[config.mk]
export PLATFORM = sky130hd
export DESIGN_NAME = vectored_interrupt_controller_flat
export DESIGN_NICKNAME = d
export VERILOG_FILES = /design/src/rtl/vectored_interrupt_controller_if.sv /design/src/rtl/vectored_interrupt_controller.sv /design/src/flat_wrapper.sv
export SDC_FILE = /design/constraint.sdc
export NUM_CORES = 1
export LEC_CHECK = 0
export BUFFER_PORTS_ARGS = -buffer_cell sky130_fd_sc_hd__buf_2
export CAP_MARGIN = 5
export CORE_ASPECT_RATIO = 1.75
export CORE_UTILIZATION = 30
export DETAILED_ROUTE_END_ITERATION = 8
export PLACE_DENSITY = 0.62
export SLEW_MARGIN = 20
export SYNTH_ARGS = -nofsm -noshare
export SYNTH_HDL_FRONTEND = slang
export SYNTH_SLANG_ARGS = --single-unit
[constraint.sdc]
create_clock -name clk -period 1.8 [get_ports clk]
set_input_delay 0.45 -clock clk [delete_from_list [all_inputs] [get_ports clk]]
set_output_delay 0.45 -clock clk [all_outputs]
set_load 0.02 [all_outputs]
[src/rtl/vectored_interrupt_controller_if.sv]
// Signal bundle between the IF-stage PC mux / pipeline control and the
// vectored interrupt controller.
interface vectored_interrupt_controller_if #(
    parameter int N_IRQ = 4,
    parameter int PC_W  = 12
);
    localparam int ID_W = (N_IRQ > 1) ? $clog2(N_IRQ) : 1;

    logic [PC_W-1:0]  PC;
    logic [6:0]       if_opcode;
    logic [N_IRQ-1:0] irq;
    logic [N_IRQ-1:0] irq_mask;
    logic             gie;
    logic [1:0]       exe_correction;
    logic             if_prediction;
    logic             id_sel_pc;
    logic             if_clk_en;

    logic             sel_ISR;
    logic             ret_ISR;
    logic             ISR_en;
    logic             ISR_stall;
    logic [PC_W-1:0]  save_PC;
    logic [PC_W-1:0]  isr_addr;
    logic [ID_W-1:0]  irq_id;
    logic [N_IRQ-1:0] pending;

    modport master (
        output PC, if_opcode, irq, irq_mask, gie, exe_correction,
               if_prediction, id_sel_pc, if_clk_en,
        input  sel_ISR, ret_ISR, ISR_en, ISR_stall, save_PC, isr_addr,
               irq_id, pending
    );

    modport slave (
        input  PC, if_opcode, irq, irq_mask, gie, exe_correction,
               if_prediction, id_sel_pc, if_clk_en,
        output sel_ISR, ret_ISR, ISR_en, ISR_stall, save_PC, isr_addr,
               irq_id, pending
    );
endinterface

[src/rtl/vectored_interrupt_controller.sv]
// Edge-latched, fixed-priority, single-level vectored interrupt controller
// that redirects IF-stage fetch only at pipeline-safe points.
module vectored_interrupt_controller #(
    parameter int              N_IRQ      = 4,
    parameter int              PC_W       = 12,
    parameter logic [PC_W-1:0] ISR_BASE   = 'h800,
    parameter int              VEC_STRIDE = 16,
    parameter logic [6:0]      RET_OPCODE = 7'b1110011
) (
    input logic clk,
    input logic nrst,
    vectored_interrupt_controller_if.slave bus
);
    localparam int ID_W = (N_IRQ > 1) ? $clog2(N_IRQ) : 1;

    typedef enum logic [2:0] {IDLE, ARM, ENTER, ACTIVE, RETURN} state_t;

    state_t           state_reg, state_next;
    logic [N_IRQ-1:0] irq_q_reg, pending_reg, pending_next;
    logic [N_IRQ-1:0] rise, eligible;
    logic [PC_W-1:0]  save_pc_reg, isr_addr_reg, vec_addr;
    logic [ID_W-1:0]  irq_id_reg, winner;
    logic             safe, accept;

    assign rise     = bus.irq & ~irq_q_reg;
    assign eligible = pending_reg & bus.irq_mask & {N_IRQ{bus.gie}};
    assign safe     = bus.if_clk_en & (bus.exe_correction == 2'b00)
                    & ~bus.if_prediction & ~bus.id_sel_pc;
    assign accept   = (state_reg == ARM) && (eligible != '0) && safe;

    // Lowest index wins: scan downwards so the last hit is the smallest.
    always_comb begin
        winner = '0;
        for (int i = N_IRQ - 1; i >= 0; i--) begin
            if (eligible[i]) winner = ID_W'(i);
        end
    end

    assign vec_addr = ISR_BASE + PC_W'(winner) * PC_W'(VEC_STRIDE);

    // A fresh edge on the bit being accepted must survive the clear.
    for (genvar gi = 0; gi < N_IRQ; gi++) begin : g_pending
        assign pending_next[gi] = (pending_reg[gi] & ~(accept && (winner == ID_W'(gi))))
                                | rise[gi];
    end

    always_ff @(posedge clk or negedge nrst) begin
        if (!nrst) state_reg <= IDLE;
        else       state_reg <= state_next;
    end

    always_comb begin
        state_next = state_reg;
        case (state_reg)
            IDLE:    if (eligible != '0) state_next = ARM;
            ARM: begin
                if (eligible == '0) state_next = IDLE;
                else if (safe)      state_next = ENTER;
            end
            ENTER:   state_next = ACTIVE;
            ACTIVE:  if (bus.if_clk_en && (bus.if_opcode == RET_OPCODE)) state_next = RETURN;
            RETURN:  state_next = IDLE;
            default: state_next = IDLE;
        endcase
    end

    always_comb begin
        bus.sel_ISR   = 1'b0;
        bus.ret_ISR   = 1'b0;
        bus.ISR_en    = 1'b0;
        bus.ISR_stall = 1'b0;
        case (state_reg)
            ENTER: begin
                bus.sel_ISR   = 1'b1;
                bus.ISR_stall = 1'b1;
                bus.ISR_en    = 1'b1;
            end
            ACTIVE: bus.ISR_en = 1'b1;
            RETURN: begin
                bus.ret_ISR   = 1'b1;
                bus.ISR_stall = 1'b1;
                bus.ISR_en    = 1'b1;
            end
            default: ;
        endcase
    end

    always_ff @(posedge clk or negedge nrst) begin
        if (!nrst) begin
            irq_q_reg    <= '0;
            pending_reg  <= '0;
            save_pc_reg  <= '0;
            isr_addr_reg <= '0;
            irq_id_reg   <= '0;
        end else begin
            irq_q_reg   <= bus.irq;
            pending_reg <= pending_next;
            if (accept) begin
                save_pc_reg  <= bus.PC;
                isr_addr_reg <= vec_addr;
                irq_id_reg   <= winner;
            end
        end
    end

    assign bus.save_PC  = save_pc_reg;
    assign bus.isr_addr = isr_addr_reg;
    assign bus.irq_id   = irq_id_reg;
    assign bus.pending  = pending_reg;
endmodule

[src/flat_wrapper.sv]
// flat-port wrapper written by rule: the top's interface ports become plain ports
module vectored_interrupt_controller_flat 
#(
    parameter int              N_IRQ      = 4,
    parameter int              PC_W       = 12,
    parameter logic [PC_W-1:0] ISR_BASE   = 'h800,
    parameter int              VEC_STRIDE = 16,
    parameter logic [6:0]      RET_OPCODE = 7'b1110011
)
  (clk, nrst, bus_PC, bus_if_opcode, bus_irq, bus_irq_mask, bus_gie, bus_exe_correction, bus_if_prediction, bus_id_sel_pc, bus_if_clk_en, bus_sel_ISR, bus_ret_ISR, bus_ISR_en, bus_ISR_stall, bus_save_PC, bus_isr_addr, bus_irq_id, bus_pending);
  vectored_interrupt_controller_if #(.N_IRQ(N_IRQ), .PC_W(PC_W)) bus_i ();
  input logic clk;
  input logic nrst;
  input wire logic [$bits(bus_i.PC)-1:0] bus_PC;
  input wire logic [$bits(bus_i.if_opcode)-1:0] bus_if_opcode;
  input wire logic [$bits(bus_i.irq)-1:0] bus_irq;
  input wire logic [$bits(bus_i.irq_mask)-1:0] bus_irq_mask;
  input wire logic [$bits(bus_i.gie)-1:0] bus_gie;
  input wire logic [$bits(bus_i.exe_correction)-1:0] bus_exe_correction;
  input wire logic [$bits(bus_i.if_prediction)-1:0] bus_if_prediction;
  input wire logic [$bits(bus_i.id_sel_pc)-1:0] bus_id_sel_pc;
  input wire logic [$bits(bus_i.if_clk_en)-1:0] bus_if_clk_en;
  output wire logic [$bits(bus_i.sel_ISR)-1:0] bus_sel_ISR;
  output wire logic [$bits(bus_i.ret_ISR)-1:0] bus_ret_ISR;
  output wire logic [$bits(bus_i.ISR_en)-1:0] bus_ISR_en;
  output wire logic [$bits(bus_i.ISR_stall)-1:0] bus_ISR_stall;
  output wire logic [$bits(bus_i.save_PC)-1:0] bus_save_PC;
  output wire logic [$bits(bus_i.isr_addr)-1:0] bus_isr_addr;
  output wire logic [$bits(bus_i.irq_id)-1:0] bus_irq_id;
  output wire logic [$bits(bus_i.pending)-1:0] bus_pending;
  assign bus_i.PC = bus_PC;
  assign bus_i.if_opcode = bus_if_opcode;
  assign bus_i.irq = bus_irq;
  assign bus_i.irq_mask = bus_irq_mask;
  assign bus_i.gie = bus_gie;
  assign bus_i.exe_correction = bus_exe_correction;
  assign bus_i.if_prediction = bus_if_prediction;
  assign bus_i.id_sel_pc = bus_id_sel_pc;
  assign bus_i.if_clk_en = bus_if_clk_en;
  assign bus_sel_ISR = bus_i.sel_ISR;
  assign bus_ret_ISR = bus_i.ret_ISR;
  assign bus_ISR_en = bus_i.ISR_en;
  assign bus_ISR_stall = bus_i.ISR_stall;
  assign bus_save_PC = bus_i.save_PC;
  assign bus_isr_addr = bus_i.isr_addr;
  assign bus_irq_id = bus_i.irq_id;
  assign bus_pending = bus_i.pending;
  vectored_interrupt_controller #(.N_IRQ(N_IRQ), .PC_W(PC_W), .ISR_BASE(ISR_BASE), .VEC_STRIDE(VEC_STRIDE), .RET_OPCODE(RET_OPCODE)) u_core (.clk(clk), .nrst(nrst), .bus(bus_i));
endmodule
==> qor.csv, run 1 <==
stage,metric,value,unit
global_routing,initial antenna violation count,0,
power_and_ir_drop,Clk pwr share,25.3,%
floorplanning,Initial Utilization,31.2,%
clock_tree,Root Buffer,clkbuf_8,
power_and_ir_drop,Worst VDD drop,0.000392,V
sta,Final Hold Fails,0,
cells_and_area,"commonest non-fill, non-tap cell in the layout",buf_2,
setup_path,Setup CP Type,reg -> reg,
sta,Final Skew,0.00430,ns
setup_path,Crit. End Element,register,
power_and_ir_drop,Flop pwr share,47.2,%
global_routing,grt total ovfl,0,
power_and_ir_drop,Switching Share,30.3,%
cells_and_area,max FFs per register,12,
setup_path,crit-path max FO,3,
setup_path,reg-to-reg critical path endpoint,u_core.bus.pending[2],
global_routing,largest net degree at the start of global routing,27,
synthesis,prevailing post-synth register cell,dfrtp_1,
power_and_ir_drop,switching power,0.447,mW
outcome,status,"finished, violations left",
sta,crit share post-route,101,%
sta,fin crit period,1.82,ns
global_routing,vias in the first global route,1024,
cells_and_area,Filler cells,380,
synthesis,Netlist cell types,32,
setup_path,CP Launch Type,register,
sta,Hold WS,0.178,ns
setup_path,Worst EP arrival,1.98,ns
setup_path,Critical Path RT,1.95,ns
setup_path,CP dominant cell by count,or3_4,
setup_path,Reg2Reg Setup Slack,-0.02,ns
sta,worst slew pin tran,0.595,ns
power_and_ir_drop,leak pwr,0.894,nW
synthesis,Post-synth ARST share,100,%
synthesis,top cell type by total area after synthesis,dfrtp_1,
clock_tree,Inserted Clock Buffers,3,
floorplanning,Chip Width,49.7,um
sta,headroom to the max-slew limit,60.3,%
synthesis,synth top area cells,"dfrtp_1, mux2_2, buf_4, a2111oi_4, inv_1",
synthesis,Mapped Avg Cell Area,12.2,um^2
cells_and_area,area delta synth->final,43.4,%
power_and_ir_drop,PwrDens,862,mW/mm^2
synthesis,"flops & latches, synth",26,
synthesis,Post-synth EDFFs,0,
placement,dpl cell area,0.00163,mm^2
routing,routed len/inst,11.9,um
power_and_ir_drop,Internal,1.03,mW
synthesis,post-synthesis sequential area ratio,54.4,%
cells_and_area,# diodes,0,
setup_path,CP max-delay cell,dfrtp_1,
global_routing,first-pass GRT wire length,4510,um
floorplanning,chip height,85.5,um
sta,"crit path setup slack, layout",-0.0211,ns
clock_tree,CTS clock-pin slew for the worst setup and hold paths,0.09,ns
synthesis,Synth Instances,98,
floorplanning,Die Area,0.00425,mm^2
cells_and_area,final net count,204,
clock_tree,CTS Sinks,26,
floorplanning,# IOs,69,
routing,drt pass-1 iters,4,
routing,Routed Antenna Nets,0,
sta,Max Freq,549,MHz
global_routing,Tot GR Track Use,13.7,%
job,# Max-Cap Violations,0,
outcome,violated checks,negative setup slack,
power_and_ir_drop,Comb pwr share,27.5,%
synthesis,area share of the leading cell type in the synthesized netlist,54.4,%
placement,IO buf count,59,
floorplanning,row cnt,30,
setup_path,critical path cell sequence,or3_4 -> or3_4 -> o41a_1 -> a221o_1,
placement,placed insts,212,
setup_path,r2r startpoint,u_core.state_reg[1],
sta,RSZ-0062 raised after global routing,true,
cells_and_area,proportion of layout cells with a drive suffix above 1,59.5,%
setup_path,Worst R2R Path Depth,4,
setup_path,"slowest stage delay, CP",0.39,ns
clock_tree,H-tree levels,1,
cells_and_area,final non-filler cell total,216,
cells_and_area,Final Cell Area,0.00172,mm^2
placement,HPWL after detailed placement,2050,um
floorplanning,core area,0.00383,mm^2
cells_and_area,"Core Util, Final",44.8,%
synthesis,Yosys Warn Count,0,
routing,Via Count,984,
sta,final setup violation count,2,
cells_and_area,most frequent cells in the layout,"buf_2, dfrtp_1, conb_1, buf_4, mux2_2",
routing,DRT iter0 DRCs,22,
hold_path,type of the tightest min-delay check,in -> async,
routing,Routed Wire Length,2580,um
sta,"Slew Viols, Final",0,
routing,residual DRC count,0,
clock_tree,Clock Path Buffers,2,
routing,vias per inst,4.56,
clock_tree,"Clk Latency, worst-skew pair",0.26,ns
placement,GPL Wtd Cong,0.760,
clock_tree,CTS tree,yes,
synthesis,"Cell Area, Synth",0.00120,mm^2
## worst max path at each step
stage / end / from / depth (start not counted) / slack [ns]
2_1_floorplan: u_core.bus.irq_id[0] / bus_exe_correction[0] / 4 / -0.11
6_report: u_core.bus.pending[2] / u_core.state_reg[1] / 4 / -0.02
3_3_place_gp: u_core.bus.pending[2] / bus_exe_correction[0] / 5 / -0.23
5_1_grt: u_core.bus.pending[2] / u_core.state_reg[1] / 4 / -0.07
4_1_cts: u_core.bus.pending[2] / u_core.state_reg[1] / 4 / -0.02
3_5_place_dp: u_core.bus.pending[2] / bus_exe_correction[0] / 5 / -0.25
## layout make-up
| class | instances | area, um^2 | share of cell area, % |
|---|---|---|---|
| Sequential cell | 26 | 654 | 38.1 |
| Tap cell | 48 | 60.1 | 3.50 |
| Timing Repair Buffer | 70 | 413 | 24.1 |
| Multi-Input combinational cell | 61 | 507 | 29.5 |
| Clock buffer | 4 | 55.1 | 3.21 |
| Inverter | 7 | 26.3 | 1.53 |
## power by group through the flow
| stage | sequential [mW] | clock, mW | combinational, mW |
|---|---|---|---|
| global route | 0.707 | 0.413 | 0.439 |
| CTS | 0.698 | 0.400 | 0.410 |
| global placement | 0.702 | 0 | 0.383 |
| floorplan | 0.773 | 0 | 0.180 |
| finish | 0.698 | 0.374 | 0.407 |
| detailed placement | 0.706 | 0 | 0.391 |
## critical path, delay by kind of cell (launching register included)
kind | cells | cell delay (ns)
simple gates | 2 | 0.75
compound gates | 2 | 0.58
flops | 1 | 0.39
## cells in the mapped netlist, types with 2 or more instances
cell	instances
nand2_1	5
a22o_1	2
nand4_1	2
a21oi_1	2
buf_4	11
nor2_1	4
inv_1	7
nand2b_1	2
or3_1	2
dfrtp_1	26
mux2_2	13
o21ai_0	2
## logic make-up after synthesis
logic type             share of synthesized area, %
other                                         0.314
DFF                                            54.4
muxes                                          12.2
and+or+nand+nor                                11.4
AOI/OAI and AO/OA                              11.6
buffers and inverters                          10.0
## per-stage QoR
step	setup WS [ns]	setup TNS (ns)	power, mW
global route	-0.0730	-0.254	1.56
floorplan	-0.114	-0.833	0.953
CTS	-0.0197	-0.0350	1.51
finish	-0.0211	-0.0261	1.48
detailed placement	-0.254	-1.61	1.10
global placement	-0.228	-1.41	1.09
## routing by layer
metal  track usage [%]  share of wire [%]  wire [um]  up-vias
met4              5.19               0.62         16        0
met5                 0                  0          0        -
met2              27.0                 58       1480       39
met1              14.2                 37        948      476
met3              1.24                5.0        128        2
li1                  -                  -          -      467
## what timing repair did
item                                    in CTS  in global routing
hold buffers                                 0                  0
gates resized for setup                     10                  3
setup buffers                                0                  0
pin swaps                                    2                  0
endpoints found under the setup margin       5                  9
(Power assumes the default switching activity.)
==> run 2: changes to the inputs <==
--- a/config.mk
+++ b/config.mk
@@ -6,10 +6,11 @@
 export NUM_CORES = 1
 export LEC_CHECK = 0
 export BUFFER_PORTS_ARGS = -buffer_cell sky130_fd_sc_hd__buf_2
-export CAP_MARGIN = 5
 export CORE_ASPECT_RATIO = 1.75
+export CORE_MARGIN = 3
 export CORE_UTILIZATION = 30
 export DETAILED_ROUTE_END_ITERATION = 8
+export GPL_ROUTABILITY_DRIVEN = 0
 export PLACE_DENSITY = 0.62
 export SLEW_MARGIN = 20
 export SYNTH_ARGS = -nofsm -noshare
==> run 2 against run 1 <==
  * The run still ends with negative setup slack left
  * Clock skew up 0.0015 ns
  * Final cell count did not move
  * Die area is 13% higher
  * Critical path type is now reg -> out
  * Largest power group unchanged
  * Highest routed layer unchanged
==> qor.csv, run 2 (synthesized netlist as in run 1, its figures left out) <==
stage,metric,value,unit,change
global_routing,first-pass GRT wire length,4430,um,-1.7%
global_routing,Tot GR Track Use,12.4,%,-1.3 points
clock_tree,"Clk Latency, worst-skew pair",0.26,ns,about the same
sta,fin crit period,1.84,ns,+0.0205 ns
clock_tree,CTS Sinks,26,,unchanged
setup_path,Crit. End Element,output pin,,
clock_tree,Clock Path Buffers,2,,unchanged
placement,IO buf count,59,,unchanged
routing,vias per inst,4.65,,+2.1%
cells_and_area,area delta synth->final,46.2,%,
sta,Max Freq,543,MHz,-1.1%
global_routing,largest net degree at the start of global routing,27,,unchanged
clock_tree,CTS clock-pin slew for the worst setup and hold paths,0.09,ns,about the same
sta,"Slew Viols, Final",0,,unchanged
outcome,violated checks,negative setup slack,,
global_routing,grt total ovfl,0,,unchanged
sta,Final Skew,0.00579,ns,+0.00149 ns
setup_path,Critical Path RT,1.35,ns,-0.60 ns
cells_and_area,"commonest non-fill, non-tap cell in the layout",buf_2,,
routing,residual DRC count,0,,unchanged
routing,DRT iter0 DRCs,5,,-77%
sta,worst slew pin tran,0.583,ns,-0.0125 ns
clock_tree,hold bufs inserted after CTS,0,,unchanged
floorplanning,row cnt,29,,-3.3%
routing,Routed Antenna Nets,0,,unchanged
routing,Routed Wire Length,2900,um,+13%
sta,Final Hold Fails,0,,unchanged
cells_and_area,# diodes,0,,unchanged
placement,dpl ws,-0.248,ns,+0.00614 ns
job,# Max-Cap Violations,0,,unchanged
routing,routed len/inst,13.4,um,+13%
floorplanning,Die Area,0.00481,mm^2,+13%
sta,RSZ-0062 raised after global routing,true,,
sta,"crit path setup slack, layout",-0.0417,ns,-0.0205 ns
cells_and_area,"Core Util, Final",46.8,%,+2.0 points
hold_path,type of the tightest min-delay check,in -> async,,
floorplanning,Initial Utilization,32.0,%,+0.76 points
global_routing,vias in the first global route,1035,,+1.1%
routing,drt pass-1 iters,4,,unchanged
power_and_ir_drop,Worst VDD drop,0.000553,V,+41%
floorplanning,chip height,89.5,um,+4.7%
sta,Hold WS,0.173,ns,-0.00506 ns
cells_and_area,final net count,206,,+0.98%
setup_path,Worst EP arrival,1.39,ns,-0.59 ns
cells_and_area,Final Cell Area,0.00175,mm^2,+2.0%
placement,HPWL after detailed placement,2270,um,+11%
clock_tree,CTS tree,yes,,
floorplanning,Chip Width,53.7,um,+8.0%
setup_path,CP Launch Type,register,,
outcome,status,"finished, violations left",,
setup_path,crit-path max FO,3,,unchanged
clock_tree,Root Buffer,clkbuf_8,,
sta,crit share post-route,102,%,+1.1 points
cells_and_area,most frequent cells in the layout,"buf_2, dfrtp_1, buf_4",,
global_routing,initial antenna violation count,0,,unchanged
setup_path,Setup CP Type,reg -> out,,
floorplanning,core area,0.00374,mm^2,-2.4%
cells_and_area,proportion of layout cells with a drive suffix above 1,60.6,%,+1.1 points
routing,Via Count,1005,,+2.1%
power_and_ir_drop,leak pwr,0.907,nW,+1.6%
sta,headroom to the max-slew limit,61.2,%,+0.83 points
cells_and_area,Filler cells,364,,-4.2%
placement,dpl cell area,0.00162,mm^2,-0.62%
clock_tree,Inserted Clock Buffers,3,,unchanged
floorplanning,# IOs,69,,unchanged
cells_and_area,max FFs per register,12,,unchanged
clock_tree,H-tree levels,1,,unchanged
power_and_ir_drop,PwrDens,849,mW/mm^2,-1.5%
sta,final setup violation count,2,,unchanged
-- run 2: cell type report --
| class | instances | area (um^2) | share of cell area [%] |
|---|---|---|---|
| Multi-Input combinational cell | 61 | 510 | 29.2 |
| Clock buffer | 4 | 55.1 | 3.15 |
| Tap cell | 46 | 57.6 | 3.29 |
| Inverter | 7 | 26.3 | 1.50 |
| Timing Repair Buffer | 72 | 445 | 25.5 |
| Sequential cell | 26 | 654 | 37.4 |
-- run 2: stage by stage --
step	TNS, ns	cells	power, mW
CTS	-0.0634	214	1.50
finish	-0.0815	216	1.48
global placement	-1.22	209	1.09
detailed placement	-2.01	209	1.10
global route	-0.263	216	1.57
floorplan	-0.833	106	0.953
-- run 2: path summary, 6_finish.rpt --
check                                    start                    end  slack [ns]  depth (start not counted)
max reg2reg                u_core.state_reg[1]  u_core.bus.pending[2]       -0.04                          4
min reg2reg                u_core.irq_q_reg[3]  u_core.bus.pending[3]        0.43                          1
min                                       nrst    u_core.irq_q_reg[1]        0.17                          1
max                        u_core.state_reg[1]          bus_ISR_stall       -0.04                          4
max in group asynchronous                 nrst  u_core.bus.pending[2]        1.21                          1
min in group clk                    bus_irq[1]    u_core.irq_q_reg[1]        0.30                          1
-- run 2: repair_timing --
item                                    4_1_cts  5_1_grt
cloned                                        0        1
gates resized for setup                       7        8
setup buffers                                 1        1
endpoints found under the setup margin        5        7
pin swaps                                     2        0
-- run 2: report_power, final --
part | leakage [nW] | internal [mW] | switching (mW) | total (mW)
clock | 0.0288 | 0.195 | 0.170 | 0.366
sequential | 0.317 | 0.654 | 0.0424 | 0.697
combinational | 0.561 | 0.191 | 0.231 | 0.422
-- run 2: critical path, cell delays in order, from the launching register on --
cell,delay (ns)
dfrtp_1,0.40
buf_6,0.12
or3_4,0.35
o21ai_1,0.09
buf_4,0.16
-- run 2: routing by layer --
metal  vias up  global-route usage [%]  wire length (um)  part of all wire, %
met5         -                       0                 0                    0
met4         0                    4.88                15                 0.52
met3         2                    1.50               155                  5.3
met2        36                    24.4              1750                   60
met1       492                    12.4               978                   34
li1        475                       -                 -                    -
==> run 3: changes to the inputs <==
==> constraint.sdc (replaced) <==
create_clock -name clk -period 1.8 [get_ports clk]
set_input_delay 0.27 -clock clk [delete_from_list [all_inputs] [get_ports clk]]
set_output_delay 0.27 -clock clk [all_outputs]
set_load 0.02 [all_outputs]
==> run 3 against run 2 <==
  * The flow finishes with violations (negative hold slack)
  * Clock power fell by 2%
  * Sequential share of layout area increased by 2.7 points
  * Total power fell by 3.2%
  * Utilization down 3.0 points
  * Sequential cell count did not move
  * Sequential power fell by 0.7%
  * Register-to-register slack improved by 0.05 ns
  * Die area did not move
  * Global-route usage fell by 0.89 points
  * Fmax grew 2.5%
  * Critical endpoint is now u_core.bus.pending[2]
  * Largest cell class unchanged
  * Highest routed layer is now met3
==> qor.csv, run 3 (synthesized netlist as in run 1, its figures left out) <==
stage,metric,value,unit,change
cells_and_area,final net count,198,,-3.9%
global_routing,Tot GR Track Use,11.5,%,-0.89 points
routing,vias per inst,4.47,,-3.9%
global_routing,initial antenna violation count,0,,unchanged
clock_tree,post-CTS sizing,0,,-7
clock_tree,CTS clock-pin slew for the worst setup and hold paths,0.08,ns,about the same
power_and_ir_drop,Worst VDD drop,0.000597,V,+7.9%
floorplanning,row cnt,29,,unchanged
floorplanning,Initial Utilization,32.0,%,unchanged
cells_and_area,proportion of layout cells with a drive suffix above 1,58.0,%,-2.6 points
placement,placed insts,204,,-2.4%
routing,Routed Antenna Nets,0,,unchanged
power_and_ir_drop,PwrDens,879,mW/mm^2,+3.6%
clock_tree,"Clk Latency, worst-skew pair",0.26,ns,about the same
sta,worst slew pin tran,0.557,ns,-0.0258 ns
sta,"crit path setup slack, layout",0.00383,ns,+0.0455 ns
clock_tree,Clock Path Buffers,2,,unchanged
clock_tree,H-tree levels,1,,unchanged
floorplanning,core area,0.00374,mm^2,unchanged
cells_and_area,most frequent cells in the layout,"buf_2, dfrtp_1, mux2_2",,
setup_path,Setup CP Type,reg -> reg,,
cells_and_area,final non-filler cell total,208,,-3.7%
placement,dpl ws,-0.0218,ns,+0.226 ns
clock_tree,hold bufs inserted after CTS,0,,unchanged
sta,RSZ-0062 raised after global routing,true,,
setup_path,"slowest stage delay, CP",0.40,ns,about the same
global_routing,vias in the first global route,1024,,-1.1%
clock_tree,post-CTS setup repair buffer count,0,,-1
global_routing,largest net degree at the start of global routing,27,,unchanged
sta,Final Skew,0.00485,ns,-0.000931 ns
setup_path,Critical Path RT,1.95,ns,+0.60 ns
floorplanning,Chip Width,53.7,um,unchanged
clock_tree,Root Buffer,clkbuf_8,,
setup_path,CP Launch Type,register,,
sta,Max Freq,557,MHz,+2.5%
cells_and_area,area delta synth->final,36.7,%,
sta,"Slew Viols, Final",0,,unchanged
setup_path,CP max-delay cell,dfrtp_1,,
routing,Via Count,930,,-7.5%
power_and_ir_drop,leak pwr,0.860,nW,-5.2%
setup_path,crit-path max FO,3,,unchanged
setup_path,CP dominant cell by count,or3_4,,
outcome,violated checks,negative hold slack,,
routing,drt pass-1 iters,4,,unchanged
setup_path,critical path cell sequence,or3_4 -> or3_4 -> o41a_1 -> a221o_1,,
clock_tree,CTS tree,yes,,
placement,IO buf count,59,,unchanged
placement,HPWL after detailed placement,2160,um,-4.9%
clock_tree,Inserted Clock Buffers,3,,unchanged
sta,final setup violation count,0,,-2
power_and_ir_drop,total power,1.44,mW,-3.2%
sta,Hold WS,-0.00857,ns,-0.181 ns
cells_and_area,# diodes,0,,unchanged
cells_and_area,"commonest non-fill, non-tap cell in the layout",buf_2,,
routing,Routed Wire Length,2590,um,-11%
clock_tree,CTS Sinks,26,,unchanged
setup_path,Crit. End Element,register,,
routing,routed len/inst,12.5,um,-7.1%
sta,fin crit period,1.80,ns,-0.0455 ns
cells_and_area,max FFs per register,12,,unchanged
outcome,status,"finished, violations left",,
sta,Final Hold Fails,26,,+26
routing,DRT iter0 DRCs,9,,+4
sta,headroom to the max-slew limit,62.9,%,+1.7 points
sta,crit share post-route,99.8,%,-2.5 points
floorplanning,# IOs,69,,unchanged
routing,residual DRC count,0,,unchanged
job,# Max-Cap Violations,0,,unchanged
hold_path,type of the tightest min-delay check,in -> async,,
floorplanning,chip height,89.5,um,unchanged
setup_path,Worst EP arrival,1.94,ns,+0.55 ns
floorplanning,Die Area,0.00481,mm^2,unchanged
global_routing,grt total ovfl,0,,unchanged
global_routing,first-pass GRT wire length,4280,um,-3.3%
## run 3: cell count changes in the layout (fill, tap and decap cells not counted), moves of 2 or more
cell	previous run	this run
buf_6	4	0
buf_4	10	5
mux2_2	8	12
nand2_1	3	5
buf_2	56	58
mux2_4	5	1
## run 3: worst paths after layout
| path | cells after the start | to | slack [ns] | start |
|---|---|---|---|---|
| setup / recovery | 4 | u_core.bus.pending[2] | 0.004 | u_core.state_reg[1] |
| hold / removal | 1 | u_core.bus.save_PC[4] | -0.009 | nrst |
| setup reg to reg | 4 | u_core.bus.pending[2] | 0.004 | u_core.state_reg[1] |
| hold reg to reg | 1 | u_core.bus.pending[3] | 0.41 | u_core.irq_q_reg[3] |
| max in group asynchronous | 1 | u_core.bus.pending[1] | 1.41 | nrst |
| min in group clk | 1 | u_core.irq_q_reg[3] | 0.12 | bus_irq[3] |
## run 3: where the power goes
part | switching, mW | internal (mW)
Clock | 0.163 | 0.195
Combinational | 0.224 | 0.164
Sequential | 0.0392 | 0.653
## run 3: metrics by stage
step,TNS [ns],cell area (um^2),utilization (%)
global placement,0,1550,41.3
global route,-0.0790,1640,43.8
CTS,0,1600,42.8
floorplan,-0.263,1240,-
detailed placement,-0.0239,1550,41.3
finish,0,1640,43.8
## run 3: cell type report
cell class	count	area, um^2
inverters	7	26.3
fillers	373	2100
multi-input cells	61	493
repair buffers	64	348
clock buffers	4	55.1
well taps	46	57.6
flip-flops and latches	26	656
## run 3: worst max-delay path: cells and delay by family, from the launching register on
family          cells  cell delay, ns
simple gates        2            0.71
compound gates      2            0.58
flops               1            0.40
## run 3: routing by layer
metal | wire (um) | track usage [%] | vias to the layer above
met4 | 0 | 2.33 | 0
met1 | 977 | 13.5 | 425
met5 | 0 | 0 | -
met2 | 1360 | 21.1 | 49
met3 | 251 | 2.17 | 0
li1 | - | - | 456
